$ cat src/rtl/seg_pkg.sv
// Shared display encodings: slot codes used by both the scan driver and the count selector,
// plus the active-low seven-segment pattern table.
package seg_pkg;

  localparam logic [1:0] SLOT0 = 2'b00;
  localparam logic [1:0] SLOT1 = 2'b01;
  localparam logic [1:0] SLOT2 = 2'b10;

  localparam logic [6:0] SEG_OFF = 7'b1111111;

  // Active-low gfedcba patterns, entry i is hex digit i.
  localparam logic [15:0][6:0] SEG_TABLE = {
    7'b0001110, 7'b0000110, 7'b0100001, 7'b1000110,
    7'b0000011, 7'b0001000, 7'b0010000, 7'b0000000,
    7'b1111000, 7'b0000010, 7'b0010010, 7'b0011001,
    7'b0110000, 7'b0100100, 7'b1111001, 7'b1000000
  };

endpackage

$ cat src/rtl/seg_hex_decode.sv
// Combinational 4-bit hex to active-low seven-segment decoder.
module seg_hex_decode
  import seg_pkg::*;
(
  input  logic [3:0] hex,
  output logic [6:0] seg
);

  assign seg = SEG_TABLE[hex];

endmodule

$ cat src/rtl/seg_scan_driver.sv
// Time-multiplexed 3-digit seven-segment scanner with per-slot blanking gap and optional
// leading-zero suppression; anodes and segments are registered one cycle behind the scan state.
module seg_scan_driver
  import seg_pkg::*;
#(
  parameter int unsigned DIV   = 50000,
  parameter int unsigned BLANK = 1000,
  parameter int unsigned LZB   = 1
) (
  input  logic       CLK,
  input  logic       RST,
  input  logic       EN,
  input  logic [3:0] CNT1,
  input  logic [3:0] CNT2,
  input  logic [3:0] CNT3,
  output logic [1:0] SEL,
  output logic [2:0] AN,
  output logic [6:0] SEG,
  output logic       TICK
);

  localparam int unsigned CW = $clog2(DIV);

  logic [CW-1:0] cnt_q;
  logic [1:0]    sel_q, sel_next;
  logic          tick_q;
  logic [3:0]    lat0_q, lat1_q, lat2_q;
  logic [2:0]    an_q, an_d;
  logic [6:0]    seg_q, seg_d;
  logic [3:0]    cur_digit;
  logic [6:0]    cur_seg;
  logic          last_cnt, blank_win, lz_blank;

  assign last_cnt  = (cnt_q == CW'(DIV - 1));
  assign blank_win = (cnt_q < CW'(BLANK));

  // Leading-zero suppression looks only at the frozen latches, never at the live inputs.
  assign lz_blank = (LZB != 0) &&
                    (((sel_q == SLOT2) && (lat2_q == 4'd0)) ||
                     ((sel_q == SLOT1) && (lat2_q == 4'd0) && (lat1_q == 4'd0)));

  always_comb begin
    cur_digit = lat0_q;
    sel_next  = SLOT0;
    unique case (sel_q)
      SLOT1: begin
        cur_digit = lat1_q;
        sel_next  = SLOT2;
      end
      SLOT2: begin
        cur_digit = lat2_q;
        sel_next  = SLOT0;
      end
      default: begin
        cur_digit = lat0_q;
        sel_next  = SLOT1;
      end
    endcase
  end

  seg_hex_decode u_dec (
    .hex (cur_digit),
    .seg (cur_seg)
  );

  always_comb begin
    an_d  = 3'b111;
    seg_d = SEG_OFF;
    if (!blank_win && !lz_blank) begin
      an_d  = ~(3'b001 << sel_q);
      seg_d = cur_seg;
    end
  end

  always_ff @(posedge CLK) begin
    if (RST) begin
      cnt_q  <= '0;
      sel_q  <= SLOT0;
      tick_q <= 1'b0;
      lat0_q <= 4'd0;
      lat1_q <= 4'd0;
      lat2_q <= 4'd0;
      an_q   <= 3'b111;
      seg_q  <= SEG_OFF;
    end else if (EN) begin
      cnt_q  <= last_cnt ? '0 : cnt_q + CW'(1);
      sel_q  <= last_cnt ? sel_next : sel_q;
      tick_q <= last_cnt;
      if (blank_win) begin
        lat0_q <= CNT1;
        lat1_q <= CNT2;
        lat2_q <= CNT3;
      end
      an_q   <= an_d;
      seg_q  <= seg_d;
    end else begin
      tick_q <= 1'b0;
      an_q   <= 3'b111;
      seg_q  <= SEG_OFF;
    end
  end

  assign SEL  = sel_q;
  assign AN   = an_q;
  assign SEG  = seg_q;
  assign TICK = tick_q;

endmodule

$ cat config.mk
export PLATFORM = sky130hd
export DESIGN_NAME = seg_scan_driver
export DESIGN_NICKNAME = d
export VERILOG_FILES = /design/src/rtl/seg_pkg.sv /design/src/rtl/seg_hex_decode.sv /design/src/rtl/seg_scan_driver.sv
export SDC_FILE = /design/constraint.sdc
export NUM_CORES = 1
export LEC_CHECK = 0
export ABC_CLOCK_PERIOD_IN_PS = 3000
export CAP_MARGIN = 20
export CORE_UTILIZATION = 30
export DETAILED_ROUTE_END_ITERATION = 12
export HOLD_SLACK_MARGIN = 0.05
export PLACE_DENSITY_LB_ADDON = 0.1
export SYNTH_ARGS = -nofsm -noshare
export SYNTH_HDL_FRONTEND = slang
export SYNTH_SLANG_ARGS = --single-unit
$ cat constraint.sdc
create_clock -name CLK -period 3 [get_ports CLK]
set_clock_uncertainty 0.15 [all_clocks]
set_input_delay 0.45 -clock CLK [delete_from_list [all_inputs] [get_ports CLK]]
set_output_delay 0.45 -clock CLK [all_outputs]
set_load 0.005 [all_outputs]
## Word-level counts from Yosys, hierarchy flattened

Memory sizes are Yosys's and may differ from the RTL's. A register that Yosys moved wholly into a read port is not among the register bits.
Index checks and enable logic that the tools add are counted.

- Add/subtract/negate cells: 1
- Magnitude comparators: 1
- Equal/unequal tests: 3
- Shift operators: 1
- Multiplexer cells: 3
- Bitwise operators: 3
- Reductions and logical operators: 13

Operators by type and width:

| cell | count |
|---|---|
| adder 16 x 1 -> 16 bit, second input constant | 1 |
| == test 16 bit, second input constant | 1 |
| less-than comparator 16 x 10 -> 1 bit, second input constant | 1 |
| two-way mux 16 bit | 1 |
| zero test 4 bit | 2 |
| case mux 4 bit (2 select lines) | 1 |
| logical AND 1 bit | 4 |
| case mux 2 bit (2 select lines) | 1 |
| AND reduction 2 bit | 2 |
| inverter 3 bit | 1 |
| OR reduction 3 bit | 1 |
| left shift 1 x 2 -> 3 bit, first input constant | 1 |
| == test 2 x 1 -> 1 bit, second input constant | 1 |
| == test 2 bit, second input constant | 1 |
| zero test 1 bit | 2 |
| inverter 1 bit | 2 |
| OR reduction 2 bit | 1 |
| logical OR 1 bit | 1 |

- Flip-flop bits (word level): 34
- Memory bits (read-only): 112
- Bits of input ports: 15
- Output and inout port bits: 13
- Logic and storage cells: 33
- Memories: 1

Memories:

| name | words | width | rd ports | clocked after memory_dff | write ports | line | RTL |
|---|---|---|---|---|---|---|---|
| (no name shown) | 16 | 7 | 1 | 1 | 0 | seg_hex_decode.sv:9 | `assign seg = SEG_TABLE[hex];` |

## Logic depth before layout (Yosys ltp)

- Word-level depth: 8
- Gate-level depth with buffers: 11
- Mapped depth without buffers: 10

## By module

A second synthesis with hierarchy kept.

- Cell total of the unflattened synthesis: 213
- Area total of the unflattened synthesis: 2013.2 um^2

Modules (own cells, without submodules):

| module | times used | cells an instance | area an instance (um^2) | sequential area each (um^2) |
|---|---|---|---|---|
| seg_scan_driver | 1 | 181 | 1737.9 | 820.8 |
| seg_hex_decode | 1 | 32 | 275.3 | 0.0 |

## Worst setup path before layout

Ideal clock, no wire load.

- Kind: flip-flop to flip-flop
- From: register sel_q[0], in the netlist SEL[0]
- To: register seg_q[0], in the netlist SEG[0]
- Library setup time: 142 ps
- Data arrival time: 2289 ps
- Required time: 2708 ps
- Path slack: 419 ps
- Stages on the path, launching flop included: 12
- Buffers on the path: 2
- Clock period less this slack: 2581 ps
- Cell sequence: dfxtp_1 -> inv_1 -> ha_1 -> buf_2 -> clkbuf_1 -> nor2_1 -> a21oi_1 -> inv_1 -> ha_1 -> a211o_1 -> mux2i_1 -> a22oi_1

- Word-level cells in the longest chain between the ends: 8
- Elaborated cells on any way between the ends: 11
- Classes of those cells: 2 x eq/ne; 1 x mux; 1 x bitwise; 7 x reduce/logical

Ends and longest elaborated chain:

| what | line | RTL |
|---|---|---|
| start, declared | seg_scan_driver.sv:25 | `logic [1:0] sel_q, sel_next;` |
| start signal, assigned | seg_scan_driver.sv:87 | `sel_q <= last_cnt ? sel_next : sel_q;` |
| == test 2 x 1 -> 1 bit | seg_scan_driver.sv:40, seg_scan_driver.sv:45 |  |
| logical AND 1 bit (2 in series) | seg_scan_driver.sv:40 | `((sel_q == SLOT1) && (lat2_q == 4'd0) && (lat1_q == 4'd0)));` |
| logical OR 1 bit | seg_scan_driver.sv:39 | `(((sel_q == SLOT2) && (lat2_q == 4'd0)) \|\|` |
| zero test 1 bit | seg_scan_driver.sv:69 | `if (!blank_win && !lz_blank) begin` |
| logical AND 1 bit | seg_scan_driver.sv:69 |  |
| inverter 1 bit (no source line) | n/a |  |
| OR reduction 3 bit (no source line) | n/a |  |
| end, declared | seg_scan_driver.sv:29 | `logic [6:0] seg_q, seg_d;` |

Parallel ways exist; a longest one is shown, timed or not.
A chain may end at the register's enable or synchronous reset.

## Worst setup path after layout

- From: register sel_q[1], in the netlist SEL[1]
- To: register seg_q[0], in the netlist SEG[0]

Same word-level chain as after synthesis.

==> summary.txt <==
Synthesis
  – Library cell occupying the most area in the post-synthesis netlist: sky130_fd_sc_hd__dfxtp_1
  – Main flop type after synthesis: sky130_fd_sc_hd__dfxtp_1
  – Number of library cell types mapped by synthesis: 44
  – Average footprint of a synthesized cell: between 9 and 10 µm²
  – Share of the synthesized area in the top cell type: about two fifths
  – Most repeated cell in the gate-level netlist after synthesis: sky130_fd_sc_hd__dfxtp_1
  – Sequential element share of the synthesized area: 39.1%
  – Number of enable-type register cells in the synthesized netlist: 0
  – Cell types with the highest counts after synthesis: 41 x sky130_fd_sc_hd__dfxtp_1, 32 x sky130_fd_sc_hd__nor2_1, 20 x sky130_fd_sc_hd__mux2i_1
  – Post-Synthesis Cells: 225
  – Synth Warn #: 0
  – Post-synth net total: 251
  – Share of flip-flops with an asynchronous set or reset: 0%
  – Total standard cell area after synthesis: about 2100 µm²
  – Register bit total from synthesis: between 40 and 50
  – Top area cells in the synthesized netlist: sky130_fd_sc_hd__dfxtp_1 39%, sky130_fd_sc_hd__mux2i_1 9.5%, sky130_fd_sc_hd__ha_1 6.6%, sky130_fd_sc_hd__nor2_1 5.7%, sky130_fd_sc_hd__xnor2_1 2.9%

Routing
  – Ratio of routed vias to standard cells: approximately 4.6
  – Overall via count from detail_route: roughly 1,600
  – Final antenna-violating net count: 0
  – Average detailed-routed wire length per instance: about 13 µm
  – Total DRC errors in the routed layout: 0
  – Number of detailed-routing iterations run before antenna repair: 4
  – Post-detailed-routing wire length: 4510 µm
  – Iter 0 DRT Violations: just under 90

Hold path
  – Hold WC Path Type: reg -> reg

Worst setup path
  – Kind of start point of the critical path: register
  – Setup CP Type: reg -> reg
  – Data required time at the worst endpoint: around 3 ns
  – Slowest cell on the critical path: sky130_fd_sc_hd__dfxtp_1
  – Critical Path, Cell by Cell: inv_1 -> ha_1 -> a22oi_1 -> a21o_1 -> inv_1 -> ha_1 -> a2111oi_0 -> a22oi_1
  – Maximum fanout encountered on the critical timing path: 9
  – Crit path largest cell delay: roughly 0.39 ns
  – Critical Path End Type: register
  – Worst path arrival time: approximately 2.4 ns

Power
  – Max IR drop VDD: between 0.15 and 0.2 mV
  – Standby leakage power: between 0.0009 and 0.001 µW
  – Total power after layout: between 1000 and 1500 µW
  – Total power per unit cell area: approximately 440 nW/µm²

CTS
  – Worst skew pair latency: 0.30 ns
  – Clock root buffer: sky130_fd_sc_hd__clkbuf_8
  – Number of buffers created by CTS: 5
  – H-Tree Depth: 2
  – Clock-pin slew of the registers on the worst-case setup and hold paths: around 0.070 ns
  – Post-CTS Setup Repair Bufs: 0
  – # clock sinks: slightly above 40
  – Bufs on Longest Clock Path: 2
  – Total of hold buffers inserted after clock tree synthesis: 0
  – Clock tree from TritonCTS: built
  – Gates resized, CTS repair: 0

Layout
  – Number of fill cells: around 700
  – Area taken by flip-flops and latches: just over 800 µm²
  – Ratio of cells with drive above 1 in the final layout: 8.63%
  – Synthesis-to-layout area growth: 23.0%
  – Final cell count without fillers: around 350
  – Area taken by multi-input logic gates: 1190 µm²
  – Number of inserted diodes: 0
  – Number of nets in the finished design: between 200 and 300

Die
  – Starting Density: 30.9%
  – IO Pins: 28
  – Overall die area: between 7000 and 8000 µm²
  – Placeable Area: between 6000 and 7000 µm²
  – Chip Width: 85.7 µm
  – Number of placement rows: 30
  – Chip Height: 85.7 µm

STA
  – Final max-slew violation count: 0
  – Count of endpoints failing hold in the final timing report: 0
  – Setup WS post-layout: 0.625 ns
  – Setup Total Neg Slack: 0 ns
  – Achievable frequency: between 0.4 and 0.5 GHz
  – Setup-violating endpoint count in the final report: 0
  – Worst Max-Slew Pin Slew: approximately 0.87 ns
  – Final Critical Period: 2.38 ns
  – Setup repair after global routing missed its margin: false
  – Headroom to the max-slew limit: around two fifths
  – Share of the cycle needed by the critical path after routing: 79.2%

Placement
  – Weighted congestion reported at the end of routability-driven placement: 0.743
  – HPWL after detailed placement: between 3000 and 4000 µm
  – Number of placed cells counting well taps: ~340
  – Number of port buffers: 27
  – Minimum setup slack after placement: between 0.5 and 0.6 ns

GRT
  – GRT Total Usage: a little over an eighth
  – Via count of the first global-routing pass: between 1,500 and 2,000
  – Antenna violations before repair: 0
  – First-pass GRT wire length: ~8000 µm
  – Pin count of the biggest net entering global routing: 18
  – Total overflow reported by the global router: 0

Run
  – Max-capacitance violation count: 0

Status
  – Result of the run: completed
## final timing paths
check	start	endpoint	slack (ns)	depth (start not counted)
max reg2reg	SEL[1]	SEG[0]	0.62	8
min reg2reg	lat0_q[0]	lat0_q[0]	0.35	2
max	SEL[1]	SEG[0]	0.62	8
min	lat0_q[0]	lat0_q[0]	0.35	2
## logic make-up after synthesis
logic type | synth area share (%)
fa+ha+maj | 6.55
flops | 39.1
xor+xnor | 5.00
mux | 10.1
compound gates | 15.1
buf+inv | 4.29
simple gates | 20.0
## metal layers
layer / up-vias / share of wire (%) / track usage, %
met1: 724 / 55 / 19.4
li1: 863 / - / -
met4: 0 / 1.3 / 4.09
met2: 35 / 39 / 19.9
met5: - / 0 / 0
met3: 6 / 4.5 / 3.46
## area by class of cell
| class | instances | area share (%) |
|---|---|---|
| multi-input combinational | 167 | 46.0 |
| sequential | 41 | 31.8 |
| timing repair buffer | 33 | 12.2 |
| tap | 96 | 4.65 |
| clock buffer | 7 | 3.34 |
| clock inverter | 1 | 1.16 |
| inverter | 6 | 0.871 |
## where the power goes
group	total [µW]	internal, µW	switching [µW]
clock	464	271	192
sequential	571	556	15.0
combinational	100	51.8	48.6
total	1140	880	256
## registers in the layout, indices dropped and copies added (netlist names)
| name | cells |
|---|---|
| lat1_q | 4 |
| lat0_q | 4 |
| SEL | 2 |
| lat2_q | 4 |
| cnt_q | 16 |
| AN | 3 |
| SEG | 7 |
| TICK | 1 |
## per-stage QoR
step                area (µm²)  hold WS (ns)  utilization [%]
floorplan                 2100         0.314                -
global placement          2470         0.337             36.3
detailed placement        2470         0.346             36.3
CTS                       2580         0.365             38.0
global route              2580         0.386             38.0
finish                    2580         0.354             38.0
## worst max-delay path: cells and delay by family (launching register included)
family          cells  cell delay (ns)
buf+inv             2             0.21
fa+ha+maj           2             0.56
compound gates      4             0.93
flops               1             0.39
## layout by cell type (no fill, tap or decap), types with 2 or more instances in the layout
cell,instances
sky130_fd_sc_hd__inv_1,6
sky130_fd_sc_hd__a22oi_1,5
sky130_fd_sc_hd__or3_1,5
sky130_fd_sc_hd__nor2_1,32
sky130_fd_sc_hd__dfxtp_1,41
sky130_fd_sc_hd__nand2b_1,2
sky130_fd_sc_hd__a21boi_0,2
sky130_fd_sc_hd__o211ai_1,3
sky130_fd_sc_hd__and3_1,2
sky130_fd_sc_hd__buf_4,6
sky130_fd_sc_hd__o21ai_0,6
sky130_fd_sc_hd__nand4_1,5
sky130_fd_sc_hd__nor3_1,3
sky130_fd_sc_hd__nor4b_1,2
sky130_fd_sc_hd__clkbuf_8,6
sky130_fd_sc_hd__a211oi_1,5
sky130_fd_sc_hd__mux2i_1,20
sky130_fd_sc_hd__xor2_1,5
sky130_fd_sc_hd__a21oi_1,7
sky130_fd_sc_hd__xnor2_1,7
sky130_fd_sc_hd__a21o_1,4
sky130_fd_sc_hd__nand2_1,13
sky130_fd_sc_hd__clkdlybuf4s50_1,27
sky130_fd_sc_hd__ha_1,11
sky130_fd_sc_hd__nand4_2,2
sky130_fd_sc_hd__o221ai_1,2
sky130_fd_sc_hd__nor4_1,3
sky130_fd_sc_hd__nand3_1,6
Power figures use the tool's default switching activity.
